===== src/rtl/box_compositor_pkg.sv =====
// Shared display types and constants for the box compositor.
// Colour pick is kept here so the stage-2 mux reads as one call.
package box_compositor_pkg;

  localparam int COORD_W = 12;
  localparam int RGB_W   = 12;

  typedef logic [COORD_W-1:0] coord_t;
  typedef logic [RGB_W-1:0]   rgb_t;

  localparam rgb_t RGB_BLACK = '0;

  typedef struct packed {
    logic hit_a;
    logic hit_b;
    logic active;
  } s1_t;

  // Box A wins over box B; inactive pixels are always black.
  function automatic rgb_t pick_rgb(
    input s1_t  s,
    input rgb_t col_a,
    input rgb_t col_b,
    input rgb_t col_bg
  );
    rgb_t c;
    c = RGB_BLACK;
    if (s.active) begin
      if (s.hit_a)      c = col_a;
      else if (s.hit_b) c = col_b;
      else              c = col_bg;
    end
    return c;
  endfunction

endpackage


===== src/rtl/box_compositor_if.sv =====
// Scan-in, box coordinate and composited-pixel-out bundle.
// master drives scan and coordinates; slave is the compositor.
interface box_compositor_if;
  import box_compositor_pkg::*;

  logic        i_pix_stb;
  logic [9:0]  i_x;
  logic [8:0]  i_y;
  logic        i_active;
  logic        i_frame;

  coord_t      i_a_x1, i_a_x2, i_a_y1, i_a_y2;
  coord_t      i_b_x1, i_b_x2, i_b_y1, i_b_y2;

  rgb_t        o_rgb;
  logic        o_rgb_valid;
  logic        o_latched;
  logic        o_collide;
  logic        o_collide_stb;

  modport master (
    output i_pix_stb, i_x, i_y, i_active, i_frame,
    output i_a_x1, i_a_x2, i_a_y1, i_a_y2,
    output i_b_x1, i_b_x2, i_b_y1, i_b_y2,
    input  o_rgb, o_rgb_valid, o_latched,
    input  o_collide, o_collide_stb
  );

  modport slave (
    input  i_pix_stb, i_x, i_y, i_active, i_frame,
    input  i_a_x1, i_a_x2, i_a_y1, i_a_y2,
    input  i_b_x1, i_b_x2, i_b_y1, i_b_y2,
    output o_rgb, o_rgb_valid, o_latched,
    output o_collide, o_collide_stb
  );

endinterface


===== src/rtl/box_compositor_box_hit.sv =====
// Per-box shadow coordinates plus inclusive unsigned hit test.
// Reset leaves the box empty (x1>x2, y1>y2) until the first capture.
module box_hit
  import box_compositor_pkg::*;
(
  input  logic   i_clk,
  input  logic   i_rst,
  input  logic   i_cap,
  input  coord_t i_x1,
  input  coord_t i_x2,
  input  coord_t i_y1,
  input  coord_t i_y2,
  input  coord_t i_x,
  input  coord_t i_y,
  output logic   o_hit
);

  coord_t x1, x2, y1, y2;

  always_ff @(posedge i_clk) begin
    if (i_rst) begin
      x1 <= coord_t'(1);
      x2 <= '0;
      y1 <= coord_t'(1);
      y2 <= '0;
    end else if (i_cap) begin
      x1 <= i_x1;
      x2 <= i_x2;
      y1 <= i_y1;
      y2 <= i_y2;
    end
  end

  assign o_hit = (i_x >= x1) && (i_x <= x2) &&
                 (i_y >= y1) && (i_y <= y2);

endmodule


===== src/rtl/box_compositor.sv =====
// Two-box compositor: 2-stage pixel pipeline plus per-frame
// A/B collision flag reported at each start of frame.
module box_compositor
  import box_compositor_pkg::*;
#(
  parameter rgb_t COL_A  = 12'hF00,
  parameter rgb_t COL_B  = 12'h0F0,
  parameter rgb_t COL_BG = 12'h00F
) (
  input logic             i_clk,
  input logic             i_rst,
  box_compositor_if.slave bus
);

  coord_t x, y;
  logic   cap;
  logic   hit_a, hit_b;
  logic   overlap;
  logic   acc;
  s1_t    s1;

  rgb_t   rgb_q;
  logic   valid_q;
  logic   latched_q;
  logic   collide_q;
  logic   collide_stb_q;

  assign x   = coord_t'(bus.i_x);
  assign y   = coord_t'(bus.i_y);
  assign cap = bus.i_frame && bus.i_pix_stb;

  box_hit u_hit_a (
    .i_clk (i_clk),
    .i_rst (i_rst),
    .i_cap (cap),
    .i_x1  (bus.i_a_x1),
    .i_x2  (bus.i_a_x2),
    .i_y1  (bus.i_a_y1),
    .i_y2  (bus.i_a_y2),
    .i_x   (x),
    .i_y   (y),
    .o_hit (hit_a)
  );

  box_hit u_hit_b (
    .i_clk (i_clk),
    .i_rst (i_rst),
    .i_cap (cap),
    .i_x1  (bus.i_b_x1),
    .i_x2  (bus.i_b_x2),
    .i_y1  (bus.i_b_y1),
    .i_y2  (bus.i_b_y2),
    .i_x   (x),
    .i_y   (y),
    .o_hit (hit_b)
  );

  assign overlap = s1.hit_a && s1.hit_b && s1.active;

  always_ff @(posedge i_clk) begin
    if (i_rst) begin
      s1            <= '0;
      rgb_q         <= RGB_BLACK;
      valid_q       <= 1'b0;
      latched_q     <= 1'b0;
      collide_q     <= 1'b0;
      collide_stb_q <= 1'b0;
      acc           <= 1'b0;
    end else begin
      latched_q     <= 1'b0;
      collide_stb_q <= 1'b0;
      if (bus.i_pix_stb) begin
        s1      <= '{hit_a: hit_a, hit_b: hit_b,
                     active: bus.i_active};
        rgb_q   <= pick_rgb(s1, COL_A, COL_B, COL_BG);
        valid_q <= s1.active;
        // Frame clear wins over a same-strobe accumulate.
        if (bus.i_frame) begin
          collide_q     <= acc || overlap;
          collide_stb_q <= 1'b1;
          latched_q     <= 1'b1;
          acc           <= 1'b0;
        end else if (overlap) begin
          acc <= 1'b1;
        end
      end
    end
  end

  assign bus.o_rgb         = rgb_q;
  assign bus.o_rgb_valid   = valid_q;
  assign bus.o_latched     = latched_q;
  assign bus.o_collide     = collide_q;
  assign bus.o_collide_stb = collide_stb_q;

endmodule


===== src/flat_wrapper.sv =====
// flat-port wrapper written by rule: the top's interface ports become plain ports
module box_compositor_flat import box_compositor_pkg::*;
#(
  parameter rgb_t COL_A  = 12'hF00,
  parameter rgb_t COL_B  = 12'h0F0,
  parameter rgb_t COL_BG = 12'h00F
)
  (i_clk, i_rst, bus_i_pix_stb, bus_i_x, bus_i_y, bus_i_active, bus_i_frame, bus_i_a_x1, bus_i_a_x2, bus_i_a_y1, bus_i_a_y2, bus_i_b_x1, bus_i_b_x2, bus_i_b_y1, bus_i_b_y2, bus_o_rgb, bus_o_rgb_valid, bus_o_latched, bus_o_collide, bus_o_collide_stb);
  box_compositor_if bus_i ();
  input logic i_clk;
  input logic i_rst;
  input wire logic [$bits(bus_i.i_pix_stb)-1:0] bus_i_pix_stb;
  input wire logic [$bits(bus_i.i_x)-1:0] bus_i_x;
  input wire logic [$bits(bus_i.i_y)-1:0] bus_i_y;
  input wire logic [$bits(bus_i.i_active)-1:0] bus_i_active;
  input wire logic [$bits(bus_i.i_frame)-1:0] bus_i_frame;
  input wire logic [$bits(bus_i.i_a_x1)-1:0] bus_i_a_x1;
  input wire logic [$bits(bus_i.i_a_x2)-1:0] bus_i_a_x2;
  input wire logic [$bits(bus_i.i_a_y1)-1:0] bus_i_a_y1;
  input wire logic [$bits(bus_i.i_a_y2)-1:0] bus_i_a_y2;
  input wire logic [$bits(bus_i.i_b_x1)-1:0] bus_i_b_x1;
  input wire logic [$bits(bus_i.i_b_x2)-1:0] bus_i_b_x2;
  input wire logic [$bits(bus_i.i_b_y1)-1:0] bus_i_b_y1;
  input wire logic [$bits(bus_i.i_b_y2)-1:0] bus_i_b_y2;
  output wire logic [$bits(bus_i.o_rgb)-1:0] bus_o_rgb;
  output wire logic [$bits(bus_i.o_rgb_valid)-1:0] bus_o_rgb_valid;
  output wire logic [$bits(bus_i.o_latched)-1:0] bus_o_latched;
  output wire logic [$bits(bus_i.o_collide)-1:0] bus_o_collide;
  output wire logic [$bits(bus_i.o_collide_stb)-1:0] bus_o_collide_stb;
  assign bus_i.i_pix_stb = bus_i_pix_stb;
  assign bus_i.i_x = bus_i_x;
  assign bus_i.i_y = bus_i_y;
  assign bus_i.i_active = bus_i_active;
  assign bus_i.i_frame = bus_i_frame;
  assign bus_i.i_a_x1 = bus_i_a_x1;
  assign bus_i.i_a_x2 = bus_i_a_x2;
  assign bus_i.i_a_y1 = bus_i_a_y1;
  assign bus_i.i_a_y2 = bus_i_a_y2;
  assign bus_i.i_b_x1 = bus_i_b_x1;
  assign bus_i.i_b_x2 = bus_i_b_x2;
  assign bus_i.i_b_y1 = bus_i_b_y1;
  assign bus_i.i_b_y2 = bus_i_b_y2;
  assign bus_o_rgb = bus_i.o_rgb;
  assign bus_o_rgb_valid = bus_i.o_rgb_valid;
  assign bus_o_latched = bus_i.o_latched;
  assign bus_o_collide = bus_i.o_collide;
  assign bus_o_collide_stb = bus_i.o_collide_stb;
  box_compositor #(.COL_A(COL_A), .COL_B(COL_B), .COL_BG(COL_BG)) u_core (.i_clk(i_clk), .i_rst(i_rst), .bus(bus_i));
endmodule

===== config.mk =====
export PLATFORM = sky130hd
export DESIGN_NAME = box_compositor_flat
export DESIGN_NICKNAME = d
export VERILOG_FILES = /design/src/rtl/box_compositor_pkg.sv /design/src/rtl/box_compositor_if.sv /design/src/rtl/box_compositor_box_hit.sv /design/src/rtl/box_compositor.sv /design/src/flat_wrapper.sv
export SDC_FILE = /design/constraint.sdc
export NUM_CORES = 1
export LEC_CHECK = 0
export CAP_MARGIN = 20
export CORE_AREA = 4 4 103 105
export CTS_BUF_LIST = sky130_fd_sc_hd__clkbuf_8
export CTS_CLUSTER_DIAMETER = 150
export DETAILED_ROUTE_END_ITERATION = 7
export DIE_AREA = 0 0 107 109
export PLACE_DENSITY = 0.87
export SYNTH_ARGS = -nofsm -noshare
export SYNTH_HDL_FRONTEND = slang
export SYNTH_SLANG_ARGS = --single-unit

===== constraint.sdc =====
create_clock -name i_clk -period 3.7 [get_ports i_clk]
set_input_delay 0.37 -clock i_clk [delete_from_list [all_inputs] [get_ports i_clk]]
set_output_delay 0.37 -clock i_clk [all_outputs]
set_load 0.005 [all_outputs]

# Word level (Yosys, flattened, before mapping)

Cells that the tools add are included.

Add/sub/neg operators: 0
$mul: 0
Divide/modulo/power cells: 0
$lt $le $gt $ge: 8
Eq/ne operators: 0
Shift operators: 0
Mux-type cells: 6
Bitwise gates (word level): 1
Reductions and logical operators: 14

Operators with widths:

| cell                           | number |
|---|---|
| >= comparator 10 x 12 -> 1 bit | 2 |
| >= comparator 9 x 12 -> 1 bit  | 2 |
| <= comparator 10 x 12 -> 1 bit | 2 |
| <= comparator 9 x 12 -> 1 bit  | 2 |
| 2-to-1 mux 12 bit              | 2 |
| logical AND 1 bit              | 9 |
| 2-to-1 mux 8 bit               | 1 |
| AND reduction 2 bit            | 2 |
| 2-to-1 mux 1 bit               | 3 |
| nonzero test 2 bit             | 1 |
| OR reduction 2 bit             | 1 |
| logical OR 1 bit               | 1 |
| inverter 1 bit                 | 1 |

Register bits: 115
Latch bits: 0
Memory bits (writable): 0
Bits in read-only memories: 0
Logic and storage cells: 45
Memories kept: 0

# Longest topological paths before layout

Depth after elaboration: 4
Mapped depth: 8
Mapped depth without buffers: 8

# Hierarchy

Synthesis repeated with hierarchy kept, for this count alone.

Cells, all modules: 675
Area total of the unflattened synthesis: 6246.0 um^2

By module, submodules not included:

| module                   | instances | cells each | area each (um^2) | seq. area each (um^2) |
|---|---|---|---|---|
| box_hit (u_core.u_hit_b) | 1         | 312        | 2892.8           | 960.9 |
| box_hit (u_core.u_hit_a) | 1         | 316        | 2885.3           | 960.9 |
| box_compositor           | 1         | 47         | 467.9            | 200.2 |

# Worst setup path before layout

Ideal clock, no wire load.

Path kind: input port to flip-flop
Start: in bus_i_y[6]
End: reg u_core.s1[2] (netlist name)
Setup time: 0.117 ns
Arrival time: 1.733 ns
Required time: 3.583 ns
Slack: 1.849 ns
Stages: 7
Path buffers: 0
Cells stage by stage: ha_1 > nand4_1 > nor2_1 > a2111oi_4 > o311ai_1 > and3_1 > a32o_2

Cells in the longest elaborated chain, start to end: 3

Ends and longest elaborated chain:

| element                       | line                         | source |
|---|---|---|
| from (decl)                   | flat_wrapper.sv:14           | `input wire logic [$bits(bus_i.i_y)-1:0] bus_i_y;` |
| >= comparator 9 x 12 -> 1 bit | box_compositor_box_hit.sv:35 | `(i_y >= y1) && (i_y <= y2);` |
| logical AND 1 bit             | box_compositor_box_hit.sv:34 | `assign o_hit = (i_x >= x1) && (i_x <= x2) &&` |
| logical AND 1 bit (*)         | box_compositor_box_hit.sv:35 |  |
| to (signal assigned)          | box_compositor.sv:73         | `s1 <= '{hit_a: hit_a, hit_b: hit_b,` |
| to (decl)                     | box_compositor.sv:20         | `s1_t s1;` |

Mark *: on every way between the ends. The rest lies on a longest branch, timed or not.
A chain may end at the register's enable or synchronous reset.

# Final worst setup path

Start: in bus_i_pix_stb
End: reg u_core.u_hit_b.y2[7]

Cells in the longest elaborated chain, start to end: 1

Ends and longest elaborated chain:

| element              | line                         | source |
|---|---|---|
| from (decl)          | flat_wrapper.sv:12           | `input wire logic [$bits(bus_i.i_pix_stb)-1:0] bus_i_pix_stb;` |
| logical AND 1 bit    | box_compositor.sv:30         | `assign cap = bus.i_frame && bus.i_pix_stb;` |
| to (signal assigned) | box_compositor_box_hit.sv:30 | `y2 <= i_y2;` |
| to (decl)            | box_compositor_box_hit.sv:18 | `coord_t x1, x2, y1, y2;` |

No other way between the ends.

==> impl_metrics.yaml <==
floorplanning:
  fp-row-count: 36
  io_pins: 136
  die-area_mm2: 0.0117
  core_mm2: 0.00964
  start_util_pct: 54.3
  die_h_um: 109
  die_w_um: 107
sta:
  setup_violations: 0
  clock.fmax_mhz: 424
  finalSetupTns_ns: 0
  skew_ns: 0.0123
  fin_crit_sh_pct: 63.7
  hold_viol: 0
  rsz0062_at_grt: "false"
  period_minus_slack_ns: 2.36
  slew-limit-headroom_pct: 38.4
  finalMaxSlewViolations: 0
  worstMarginPinSlew_ns: 0.924
global_route:
  antenna_found_initial: 0
  grt_use_total_pct: 24.0
  grt-ovfl-total: 0
  grt_pass1_wl_um: 22300
  grt_max_degree: 42
  grt_pass1_vias: 4661
finish:
  final_util_pct: 71.0
  syn_to_final_growth_pct: 30.8
  finish.net_count: 908
  diodes: 0
  fill_cells: 757
  layout-drive-gt1-share_pct: 4.18
yosys:
  synthesis.area_mm2: 0.00523
  ys_seq_area_share_pct: 40.6
  synthFlopType: "dfxtp_1"
  synth_top_area_share_pct: 40.6
  synthTopCellsByArea: "dfxtp_1, ha_1, o21ai_1, nand2_1, inv_1"
  synth.yosys.warnings: 0
  yosysMostFrequentCell: "dfxtp_1"
  synth_cell_types: 44
  synth-edff-count: 0
  synthCells: 594
  async_reset_ff_share_pct: 0
  synth_area_leader_cell: "dfxtp_1"
  synth_area_per_cell_um2: 8.81
  ys_seq_elements: 106
  syn_nets: 790
  synth_common_cells: "dfxtp_1, ha_1, nand2_1"
route:
  wl_per_cell_um: 16.2
  ant_nets: 0
  drt-initial-drc-count: 164
  avgViaCountPerCell: 5.34
  drt-total-wl_um: 13800
  dr.pass1.iters: 4
  vias: 4536
  drc: 0
clock_tree:
  clkTransAtPathRegs_ns: 0.10
  cts_tree: "yes"
  cts_buffers: 9
  clock_latency_ns: 0.37
  cts.sinks: 106
  h-tree-depth: 3
  clockBufferDepth: 2
  post_cts_buffers: 0
  cts_hold_buf: 0
  cts_root_buf: "clkbuf_8"
  ctsResizeCount: 0
critical_path:
  cp_max_fo: 21
  cp_cell_sequence: "clkdlybuf4s50_1 > nand2_1 > or2_1 > inv_2 > buf_4 > nand2_1 > o21ai_1"
  crit_slowest_cell: "clkdlybuf4s50_1"
  startpoint_type: "primary input"
  required_ns: 3.97
  crit_path_end_kind: "flip-flop"
  cp_top_family: "buffers and inverters"
  crit_arrival_ns: 2.63
  slowest_delay_ns: 0.84
  worstPathBufferInverterCount: 3
  crit_type: "in -> reg"
  critical_path.most_common_cell: "nand2_1"
run_status:
  status: "completed"
placement:
  dp_hpwl_um: 10700
  gp_congestion: 0.963
  io_buffers: 135
job:
  cap_violations: 0
pwr:
  p_per_area_mw_per_mm2: 352
  vdd_drop_max_mv: 0.218
  cellLeakagePower_nw: 2.68
worst_hold_path:
  hold_path_class: "reg -> reg"
-- kinds of logic (layout without fill, tap and decap cells) --
kind of cell	after synthesis	in the layout	share of synthesized area, %
AO/OA/AOI/OAI	168	168	20.2
adder cells (fa/ha/maj)	76	76	18.2
buffers and inverters	109	232	8.92
flip-flops	106	106	40.6
multiplexers	3	3	0.574
AND/OR/NAND/NOR	132	132	11.6
-- per-layer routing --
metal | vias up | GRT usage [%] | share of wire [%]
li1 | 2280 | - | -
met1 | 2073 | 30.9 | 44
met2 | 157 | 40.5 | 47
met3 | 26 | 4.56 | 6.5
met4 | 0 | 8.22 | 2.2
met5 | - | 0 | 0
-- area by class of cell --
type                    instances  area, µm²  share of cell area (%)
well taps                     133        166                    2.43
clock inverters                 7       76.3                    1.11
flip-flops and latches        106       2120                    31.0
clock buffers                   9        124                    1.81
inverters                      76        285                    4.17
repair buffers                140       1420                    20.8
multi-input cells             379       2650                    38.7
-- final timing paths --
| check | startpoint | endpoint | slack [ns] | cells past startpoint |
|---|---|---|---|---|
| worst max-delay path | bus_i_pix_stb | u_core.u_hit_b.y2[7]$_SDFFE_PP0P_ | 1.34 | 7 |
| worst min-delay path | u_core.u_hit_a.x2[5]$_SDFFE_PP0P_ | u_core.u_hit_a.x2[5]$_SDFFE_PP0P_ | 0.48 | 2 |
| worst max register to register | u_core.u_hit_a.y2[6]$_SDFFE_PP0P_ | u_core.s1[2]$_SDFFE_PP0P_ | 1.66 | 8 |
| worst min register to register | u_core.u_hit_a.x2[5]$_SDFFE_PP0P_ | u_core.u_hit_a.x2[5]$_SDFFE_PP0P_ | 0.48 | 2 |
-- flip-flops by register name (all words and copies together), names as in the netlist --
register                  flops
u_core.bus.o_rgb_valid        1
u_core.u_hit_a.y1            12
u_core.bus.o_collide_stb      1
u_core.u_hit_b.x1            12
u_core.u_hit_b.y1            12
u_core.u_hit_a.x2            12
u_core.bus.o_rgb              3
u_core.u_hit_b.y2            12
u_core.u_hit_b.x2            12
u_core.u_hit_a.y2            12
u_core.s1                     3
u_core.u_hit_a.x1            12
u_core.bus.o_collide          1
u_core.acc                    1
-- tightest hold or removal path, stage by stage, from the launching register on --
cell and delay [ns]:
dfxtp_1 0.31, inv_1 0.06, o21ai_1 0.06
-- report_power, final --
group          internal [mW]  switching (mW)
combinational          0.250           0.220
clock                  0.318           0.408
sequential              1.19          0.0222
-- metrics by stage --
| stage | power (mW) | hold slack, ns | cells | setup WS [ns] | instance area, µm² |
|---|---|---|---|---|---|
| after floorplan | 1.48 | 0.440 | 594 | 1.85 | 5230 |
| after global placement | 1.68 | 0.441 | 833 | 1.13 | 6630 |
| after detailed placement | 1.70 | 0.455 | 833 | 1.06 | 6630 |
| after CTS | 2.41 | 0.477 | 849 | 1.40 | 6830 |
| after global routing | 2.53 | 0.499 | 850 | 1.20 | 6850 |
| final | 2.41 | 0.475 | 850 | 1.34 | 6850 |
-- placed cells by master (no fill, tap or decap), types with 6 or more instances in the layout --
master and count:
dfxtp_1 106, a21o_1 6, nor2b_1 7, nand4_1 8, clkdlybuf4s50_1 135, nor3_1 7
nor2_1 10, clkbuf_8 9, a22o_1 23, o21ai_0 10, inv_1 75, nand3_1 9
ha_1 76, nand2_1 76, a21oi_1 27, o21ai_1 70
Note: power is estimated with default switching activity, not from simulation.
